## config.mk

```make
export PLATFORM = sky130hd
export DESIGN_NAME = som_train_ctrl
export DESIGN_NICKNAME = d
export VERILOG_FILES = /design/src/rtl/som_train_ctrl.sv
export SDC_FILE = /design/constraint.sdc
export NUM_CORES = 1
export LEC_CHECK = 0
export ABC_AREA = 1
export CAP_MARGIN = 20
export CORE_MARGIN = 2
export CORE_UTILIZATION = 44
export DETAILED_ROUTE_END_ITERATION = 16
export GPL_TIMING_DRIVEN = 1
export PLACE_DENSITY = 0.76
export SLEW_MARGIN = 20
export SYNTH_ARGS = -nofsm -noshare
export SYNTH_HDL_FRONTEND = slang
export SYNTH_SLANG_ARGS = --single-unit
export TNS_END_PERCENT = 100
```

## constraint.sdc

```tcl
create_clock -name clk -period 1.7 [get_ports clk]
set_input_delay 0.17 -clock clk [delete_from_list [all_inputs] [get_ports clk]]
set_output_delay 0.17 -clock clk [all_outputs]
set_load 0.05 [all_outputs]
```

## src/rtl/som_train_ctrl.sv

```systemverilog
// som_train_ctrl: sequencing controller for self-organising-map training.
// It walks EPOCHS x SAMPLES input vectors through the sequence
// fetch -> distance -> winner latch -> neighbourhood update.
// The neighbourhood radius and the learning-rate shift decay once per epoch.
// Optional macro WSC_SETTLE_EN inserts one SETTLE cycle between DIST and
// LATCH, so the winner compare tree settles before win_x/win_y are captured.
module som_train_ctrl #(
  parameter int         SAMPLES = 64,
  parameter int         EPOCHS  = 8,
  parameter logic [2:0] R_INIT  = 3'd7
) (
  input  logic       clk,
  input  logic       rst_n,
  input  logic       start,
  input  logic       vec_valid,
  output logic       vec_ready,
  output logic       dist_start,
  input  logic       dist_done,
  input  logic [2:0] winner_x,
  input  logic [2:0] winner_y,
  output logic       upd_en,
  input  logic       upd_done,
  output logic [2:0] win_x,
  output logic [2:0] win_y,
  output logic [2:0] upd_radius,
  output logic [2:0] upd_shift,
  output logic       busy,
  output logic       done,
  output logic [7:0] epoch,
  output logic [9:0] sample
);

  localparam logic [9:0] SAMPLE_LAST = 10'(SAMPLES - 1);
  localparam logic [7:0] EPOCH_LAST  = 8'(EPOCHS - 1);

  typedef enum logic [2:0] {
    S_IDLE,
    S_FETCH,
    S_DIST,
    S_LATCH,
    S_UPDATE,
    S_NEXT
`ifdef WSC_SETTLE_EN
    , S_SETTLE
`endif
  } state_t;

  state_t     state_q, state_d;
  logic [7:0] epoch_q, epoch_d;
  logic [9:0] sample_q, sample_d;
  logic [2:0] radius_q, radius_d;
  logic [2:0] shift_q, shift_d;
  logic [2:0] win_x_q, win_x_d;
  logic [2:0] win_y_q, win_y_d;
  logic       dist_start_q, dist_start_d;
  logic       upd_en_q, upd_en_d;
  logic       done_c;

  function automatic logic [2:0] dec_sat(input logic [2:0] v);
    return (v == 3'd0) ? 3'd0 : v - 3'd1;
  endfunction

  function automatic logic [2:0] inc_sat(input logic [2:0] v);
    return (v == 3'd7) ? 3'd7 : v + 3'd1;
  endfunction

  // Next-state, counter/decay update and pulse generation.
  // dist_start_q / upd_en_q are high only in the first DIST / UPDATE cycle;
  // they also mask a done strobe that coincides with their own pulse.
  always_comb begin
    state_d      = state_q;
    epoch_d      = epoch_q;
    sample_d     = sample_q;
    radius_d     = radius_q;
    shift_d      = shift_q;
    win_x_d      = win_x_q;
    win_y_d      = win_y_q;
    dist_start_d = 1'b0;
    upd_en_d     = 1'b0;
    done_c       = 1'b0;
    case (state_q)
      S_IDLE: begin
        if (start) begin
          state_d  = S_FETCH;
          epoch_d  = 8'd0;
          sample_d = 10'd0;
          shift_d  = 3'd0;
          radius_d = R_INIT;
        end
      end
      S_FETCH: begin
        if (vec_valid) begin
          state_d      = S_DIST;
          dist_start_d = 1'b1;
        end
      end
      S_DIST: begin
        if (dist_done && !dist_start_q) begin
`ifdef WSC_SETTLE_EN
          state_d = S_SETTLE;
`else
          state_d = S_LATCH;
`endif
        end
      end
`ifdef WSC_SETTLE_EN
      S_SETTLE: state_d = S_LATCH;
`endif
      S_LATCH: begin
        win_x_d  = winner_x;
        win_y_d  = winner_y;
        upd_en_d = 1'b1;
        state_d  = S_UPDATE;
      end
      S_UPDATE: begin
        if (upd_done && !upd_en_q) state_d = S_NEXT;
      end
      S_NEXT: begin
        if (sample_q != SAMPLE_LAST) begin
          sample_d = sample_q + 10'd1;
          state_d  = S_FETCH;
        end else if (epoch_q != EPOCH_LAST) begin
          sample_d = 10'd0;
          epoch_d  = epoch_q + 8'd1;
          radius_d = dec_sat(radius_q);
          shift_d  = inc_sat(shift_q);
          state_d  = S_FETCH;
        end else begin
          done_c  = 1'b1;
          state_d = S_IDLE;
        end
      end
      default: state_d = S_IDLE;
    endcase
  end

  // State and datapath registers; reset clears everything, abandoning any sample.
  always_ff @(posedge clk) begin
    if (!rst_n) begin
      state_q      <= S_IDLE;
      epoch_q      <= 8'd0;
      sample_q     <= 10'd0;
      radius_q     <= 3'd0;
      shift_q      <= 3'd0;
      win_x_q      <= 3'd0;
      win_y_q      <= 3'd0;
      dist_start_q <= 1'b0;
      upd_en_q     <= 1'b0;
    end else begin
      state_q      <= state_d;
      epoch_q      <= epoch_d;
      sample_q     <= sample_d;
      radius_q     <= radius_d;
      shift_q      <= shift_d;
      win_x_q      <= win_x_d;
      win_y_q      <= win_y_d;
      dist_start_q <= dist_start_d;
      upd_en_q     <= upd_en_d;
    end
  end

  assign vec_ready  = (state_q == S_FETCH);
  assign busy       = (state_q != S_IDLE);
  assign done       = done_c;
  assign dist_start = dist_start_q;
  assign upd_en     = upd_en_q;
  assign win_x      = win_x_q;
  assign win_y      = win_y_q;
  assign upd_radius = radius_q;
  assign upd_shift  = shift_q;
  assign epoch      = epoch_q;
  assign sample     = sample_q;

endmodule

```

After elaboration in Yosys (flattened, before gate mapping)

Cells that the tools add are included.

Register bits after elaboration: 35
Logic and storage cells: 70
Input port bits: 12
Output and inout port bits: 35

Muxes and demuxes: 30
Equal/unequal tests: 15
Add/sub/neg operators: 4
Reduce and logical (&&, ||, !) cells: 12

Operators by type and width:

| kind                                                               | number |
|---|---|
| 3-bit two-way mux                                                  | 12 |
| 10-bit two-way mux                                                 | 3 |
| 8-bit two-way mux                                                  | 3 |
| 10-bit one-hot mux with 2 select lines                             | 1 |
| 3-bit one-hot mux with 6 select lines                              | 1 |
| 8-bit one-hot mux with 2 select lines                              | 1 |
| 2-bit != test, second input constant                               | 6 |
| 3-bit one-hot mux with 2 select lines                              | 2 |
| 10-bit by 1-bit adder with 10-bit output, second input constant    | 1 |
| 10-bit by 6-bit != test with 1-bit output, second input constant   | 1 |
| 3-bit == test, second input constant                               | 3 |
| 8-bit by 1-bit adder with 8-bit output, second input constant      | 1 |
| 8-bit by 3-bit != test with 1-bit output, second input constant    | 1 |
| 4-bit AND reduction                                                | 2 |
| 1-bit two-way mux                                                  | 7 |
| 3-bit by 2-bit == test with 1-bit output, second input constant    | 2 |
| 3-bit zero test                                                    | 2 |
| 3-bit by 1-bit adder with 3-bit output, second input constant      | 1 |
| 3-bit by 1-bit == test with 1-bit output, second input constant    | 1 |
| 3-bit != test, second input constant                               | 1 |
| 3-bit AND reduction                                                | 1 |
| 3-bit nonzero test                                                 | 1 |
| 3-bit by 1-bit subtractor with 3-bit output, second input constant | 1 |
| 1-bit logical AND                                                  | 2 |
| 3 further kinds                                                    | 4 |

Longest topological paths before layout

Word-level depth: 5
Gate-level depth with buffers: 10
Mapped depth without buffers: 10

Least setup slack after synthesis

OpenSTA, ideal clock, no wires.

Path type: reg2out
Start point: register sample_q[0], in the netlist sample[0]
End point: output done
Arrival time: 2,804 ps
Path buffers: 0
Cell stages (with the launch flop): 6
Slack: -1,274 ps
Required time: 1,530 ps
Cells stage by stage: dfxtp_1 > ha_1 > nand3_1 > nor2_2 > nand2_2 > nor4_1

Cells in the longest elaborated chain, start to end: 3

Ends and longest elaborated chain:

| what                                      | RTL line | text |
|---|---|---|
| start: declaration                        | 50       | `logic [9:0] sample_q, sample_d;` |
| start signal: assignment                  | 152      | `sample_q <= sample_d;` |
| 10-bit by 6-bit != test with 1-bit output | 119      | `if (sample_q != SAMPLE_LAST) begin` |
| 1-bit two-way mux                         | 119      |  |
| 1-bit two-way mux                         | 81       | `case (state_q)` |
| end: declaration                          | 28       | `output logic done,` |

No other way between the ends.

Worst setup path in the final report

Start point: register state_q[1]
End point: output done

Cells in the longest elaborated chain, start to end: 2

Ends and longest elaborated chain:

| what                     | RTL line | text |
|---|---|---|
| start: declaration       | 48       | `state_t state_q, state_d;` |
| start signal: assignment | 150      | `state_q <= state_d;` |
| 3-bit == test            | 81       |  |
| 1-bit two-way mux        | 81       |  |

No other way between the ends.

==> impl_metrics.env <==
export IMPL_status="finished, final reports clean"
export IMPL_worstPathRequired_ns=1.53
export IMPL_syn_area_um2=1890
export IMPL_initial_core_util=0.465
export IMPL_critPathSlowestCell="dfxtp_1"
export IMPL_row_count=23
export IMPL_firstDrtPassIters=4
export IMPL_place_ws_ns=0.0156
export IMPL_ys_warn_count=0
export IMPL_tightest_slew_ns=0.523
export IMPL_die_w_um=69.5
export IMPL_wl_per_cell_um=12.4
export IMPL_ios=47
export IMPL_worstSetupPathType="flip-flop to primary output"
export IMPL_drt_initial_drc_count=139
export IMPL_grt_pass1_vias=1774
export IMPL_io_buffers=46
export IMPL_grt_usage=0.206
export IMPL_place_area_um2=2490
export IMPL_ff2ff_path_depth=8
export IMPL_total_power_uw=3460
export IMPL_clk_path_buf_depth=2
export IMPL_synth_edf_count=0
export IMPL_hp_class="input pin to flip-flop"
export IMPL_fp_dieArea_um2=4820
export IMPL_placedCellCount=378
export IMPL_drt_total_wl_um=4860
export IMPL_rsz0062_at_grt="yes"
export IMPL_async_reset_ff_frac=0
export IMPL_drv_slew=0
export IMPL_grt_max_degree=16
export IMPL_crit_path_max_incr_delay_ns=0.33
export IMPL_dp_hpwl_um=3430
export IMPL_clkLatencyLatePin_ns=0.28
export IMPL_ys_ff_latch=35
export IMPL_synth_area_leader_cell="dfxtp_1"
export IMPL_antenna_left=0
export IMPL_stdcell_area_um2=2690
export IMPL_p_per_area_nw_per_um2=1280
export IMPL_synth_top_area_share=0.372
export IMPL_critPathArrivalTime_ns=1.53
export IMPL_ir_drop_v=0.000858
export IMPL_clock_sinks=35
export IMPL_max_freq_ghz=0.590
export IMPL_syn_area_per_cell_um2=6.78
export IMPL_critPathLaunchType="flip-flop"
export IMPL_antenna_found_initial=0
export IMPL_period_minus_slack_ns=1.70
export IMPL_hold_start="vec_valid"
export IMPL_clkTransAtPathRegs_ns=0.07
export IMPL_critPathTopFamily="simple AND/OR/NAND/NOR gates"
export IMPL_leakagePower_uw=0.00114
export IMPL_setup_violations=0
export IMPL_period_share=0.997
export IMPL_syn_to_final_growth_pct=42.7
export IMPL_cts_tree="done"
export IMPL_synth_seq_area_share=0.372
export IMPL_cap_viol_max_count=0
export IMPL_cts_buffers_inserted=5
export IMPL_drc=0
export IMPL_n_antenna_cell=0
export IMPL_synth_top_cells_by_area="dfxtp_1 (37%), nand3_1 (11%), nand2_1 (11%), nor2_1 (7.4%), a21oi_1 (5.8%)"
export IMPL_path_buf_inv=3
export IMPL_num_nets_final=357
export IMPL_cp_cell_sequence="inv_2 -> nand2_2 -> nor2_4 -> inv_4 -> nor4_4 -> buf_12"
export IMPL_overflow=0
export IMPL_die_y_um=69.5
export IMPL_fill_cells=349
export IMPL_viasPerCell=5.18
export IMPL_setup_slack_ns=0.00470
export IMPL_drive_above_1_share=0.235
export IMPL_h_tree_depth=2
export IMPL_timing_hold_ws_ns=0.459
export IMPL_synthFlopType="dfxtp_1"
export IMPL_ctsHoldBuffers=0
export IMPL_grt_pass1_wl_um=8110
export IMPL_seq_area_um2=723
export IMPL_fin_cells=391
export IMPL_timing_rr_end="epoch[0]$_SDFFE_PN0P_"
export IMPL_holdPathStages=3
export IMPL_holdPathEnd="dist_start$_SDFF_PN0_"
export IMPL_synth_cell_types=31
export IMPL_multiInputGateArea_um2=1090
export IMPL_cp_end_kind="primary output"
export IMPL_final_hold_violation_count=0
export IMPL_max_slew_margin=0.650
export IMPL_syn_num_nets=295
export IMPL_placeableCoreArea_um2=4060
export IMPL_vias=2027
export IMPL_crit_fanout=10
export IMPL_cts_root_buf="clkbuf_8"
export IMPL_fin_worst_skew_ns=0.00317
export IMPL_finalWeightedCongestion=0.826
export IMPL_netlist_instances=278
export IMPL_reg2reg_from="epoch[0]$_SDFFE_PN0P_"
export IMPL_r2r_slack_ns=0.11
==> report_power, final <==
group | switching (uW) | internal [uW] | total, uW
registers | 103 | 933 | 1040
logic | 1100 | 501 | 1600
clock network | 298 | 527 | 825
==> cells in the final DEF, fill, tap and decap left out, types with 2 or more instances in the layout <==
cell type / count
ha_1: 4
o21ai_0: 12
dfxtp_4: 4
buf_4: 34
dfxtp_2: 6
dfxtp_1: 25
nor3_2: 2
nor2_2: 2
inv_2: 4
or2_2: 2
clkbuf_8: 5
o21bai_1: 2
nor3_1: 2
a21oi_1: 22
nand2_2: 3
xor2_1: 2
nand4_1: 7
dlymetal6s2s_1: 2
nor2_1: 36
o21ai_1: 2
clkdlybuf4s50_1: 23
nand2_1: 53
o21ai_2: 3
inv_1: 25
nand3_2: 3
nand3_1: 39
buf_12: 3
==> area by class of cell <==
cell class / count / area share
Sequential cell: 35 / 0.269
Timing Repair Buffer: 62 / 0.212
Tap cell: 50 / 0.0232
Inverter: 30 / 0.0428
Clock buffer: 7 / 0.0363
Clock inverter: 1 / 0.0112
Multi-Input combinational cell: 206 / 0.406
==> worst reg2reg max path: stages, from the launching register on <==
cell     delay (ns)
dfxtp_4        0.37
ha_1           0.18
nand3_2        0.12
o21ai_2        0.25
nand2_4        0.13
buf_4          0.19
nand3_1        0.07
nand2_1        0.08
a21oi_1        0.12
==> per-stage QoR <==
stage / TNS [ns] / utilization
after CTS: 0 / 0.660
after global routing: -0.105 / 0.663
after floorplan: -0.0329 / -
after global placement: 0 / 0.615
after detailed placement: 0 / 0.615
final: 0 / 0.663
==> what timing repair did <==
action	in CTS	in global routing
setup buffers	5	0
pin swaps	3	0
gates resized for setup	5	4
cloned	0	0
endpoints found under the setup margin	1	9
==> synthesized netlist by cell type (2+ instances only) <==
cell type / number
a21oi_1: 22
buf_2: 2
clkbuf_1: 3
dfxtp_1: 35
ha_1: 5
inv_1: 25
inv_2: 5
nand2_1: 54
nand2_2: 3
nand3_1: 41
nand3_2: 2
nand4_1: 7
nor2_1: 37
nor3_1: 3
o21ai_0: 12
o21ai_1: 2
o21ai_2: 3
o21bai_1: 2
or2_2: 2
xor2_1: 2
==> worst max path at each step <==
stage | startpoint | endpoint | depth (start not counted)
2_1_floorplan | sample[0]$_SDFFE_PN0P_ | done | 5
3_3_place_gp | sample[0]$_SDFFE_PN0P_ | upd_shift[0]$_SDFFE_PN0P_ | 8
3_5_place_dp | state_q[2]$_SDFFE_PN0P_ | upd_shift[1]$_SDFFE_PN0P_ | 7
4_1_cts | state_q[1]$_SDFFE_PN0P_ | done | 6
5_1_grt | state_q[1]$_SDFFE_PN0P_ | done | 6
6_report | state_q[1]$_SDFFE_PN0P_ | done | 6
==> flip-flops by register name, summed over array words and instances (netlist names) <==
name	cells
epoch	8
sample	10
dist_start	1
upd_shift	3
win_x	3
state_q	3
win_y	3
upd_en	1
upd_radius	3
==> layer usage <==
layer	part of all wire	global-route usage
met4	0.0070	0.0610
met5	0	0
met1	0.46	0.248
met2	0.48	0.351
met3	0.052	0.0610
==> cells by family after synthesis <==
| family | after synthesis | synth area share |
|---|---|---|
| flip-flops | 35 | 0.372 |
| adder cells (fa/ha/maj) | 5 | 0.0332 |
| buffers and inverters | 37 | 0.0810 |
| XOR/XNOR | 3 | 0.0139 |
| AO/OA/AOI/OAI | 45 | 0.134 |
| AND/OR/NAND/NOR | 153 | 0.366 |
No activity file was read; power rests on OpenSTA's default activity.
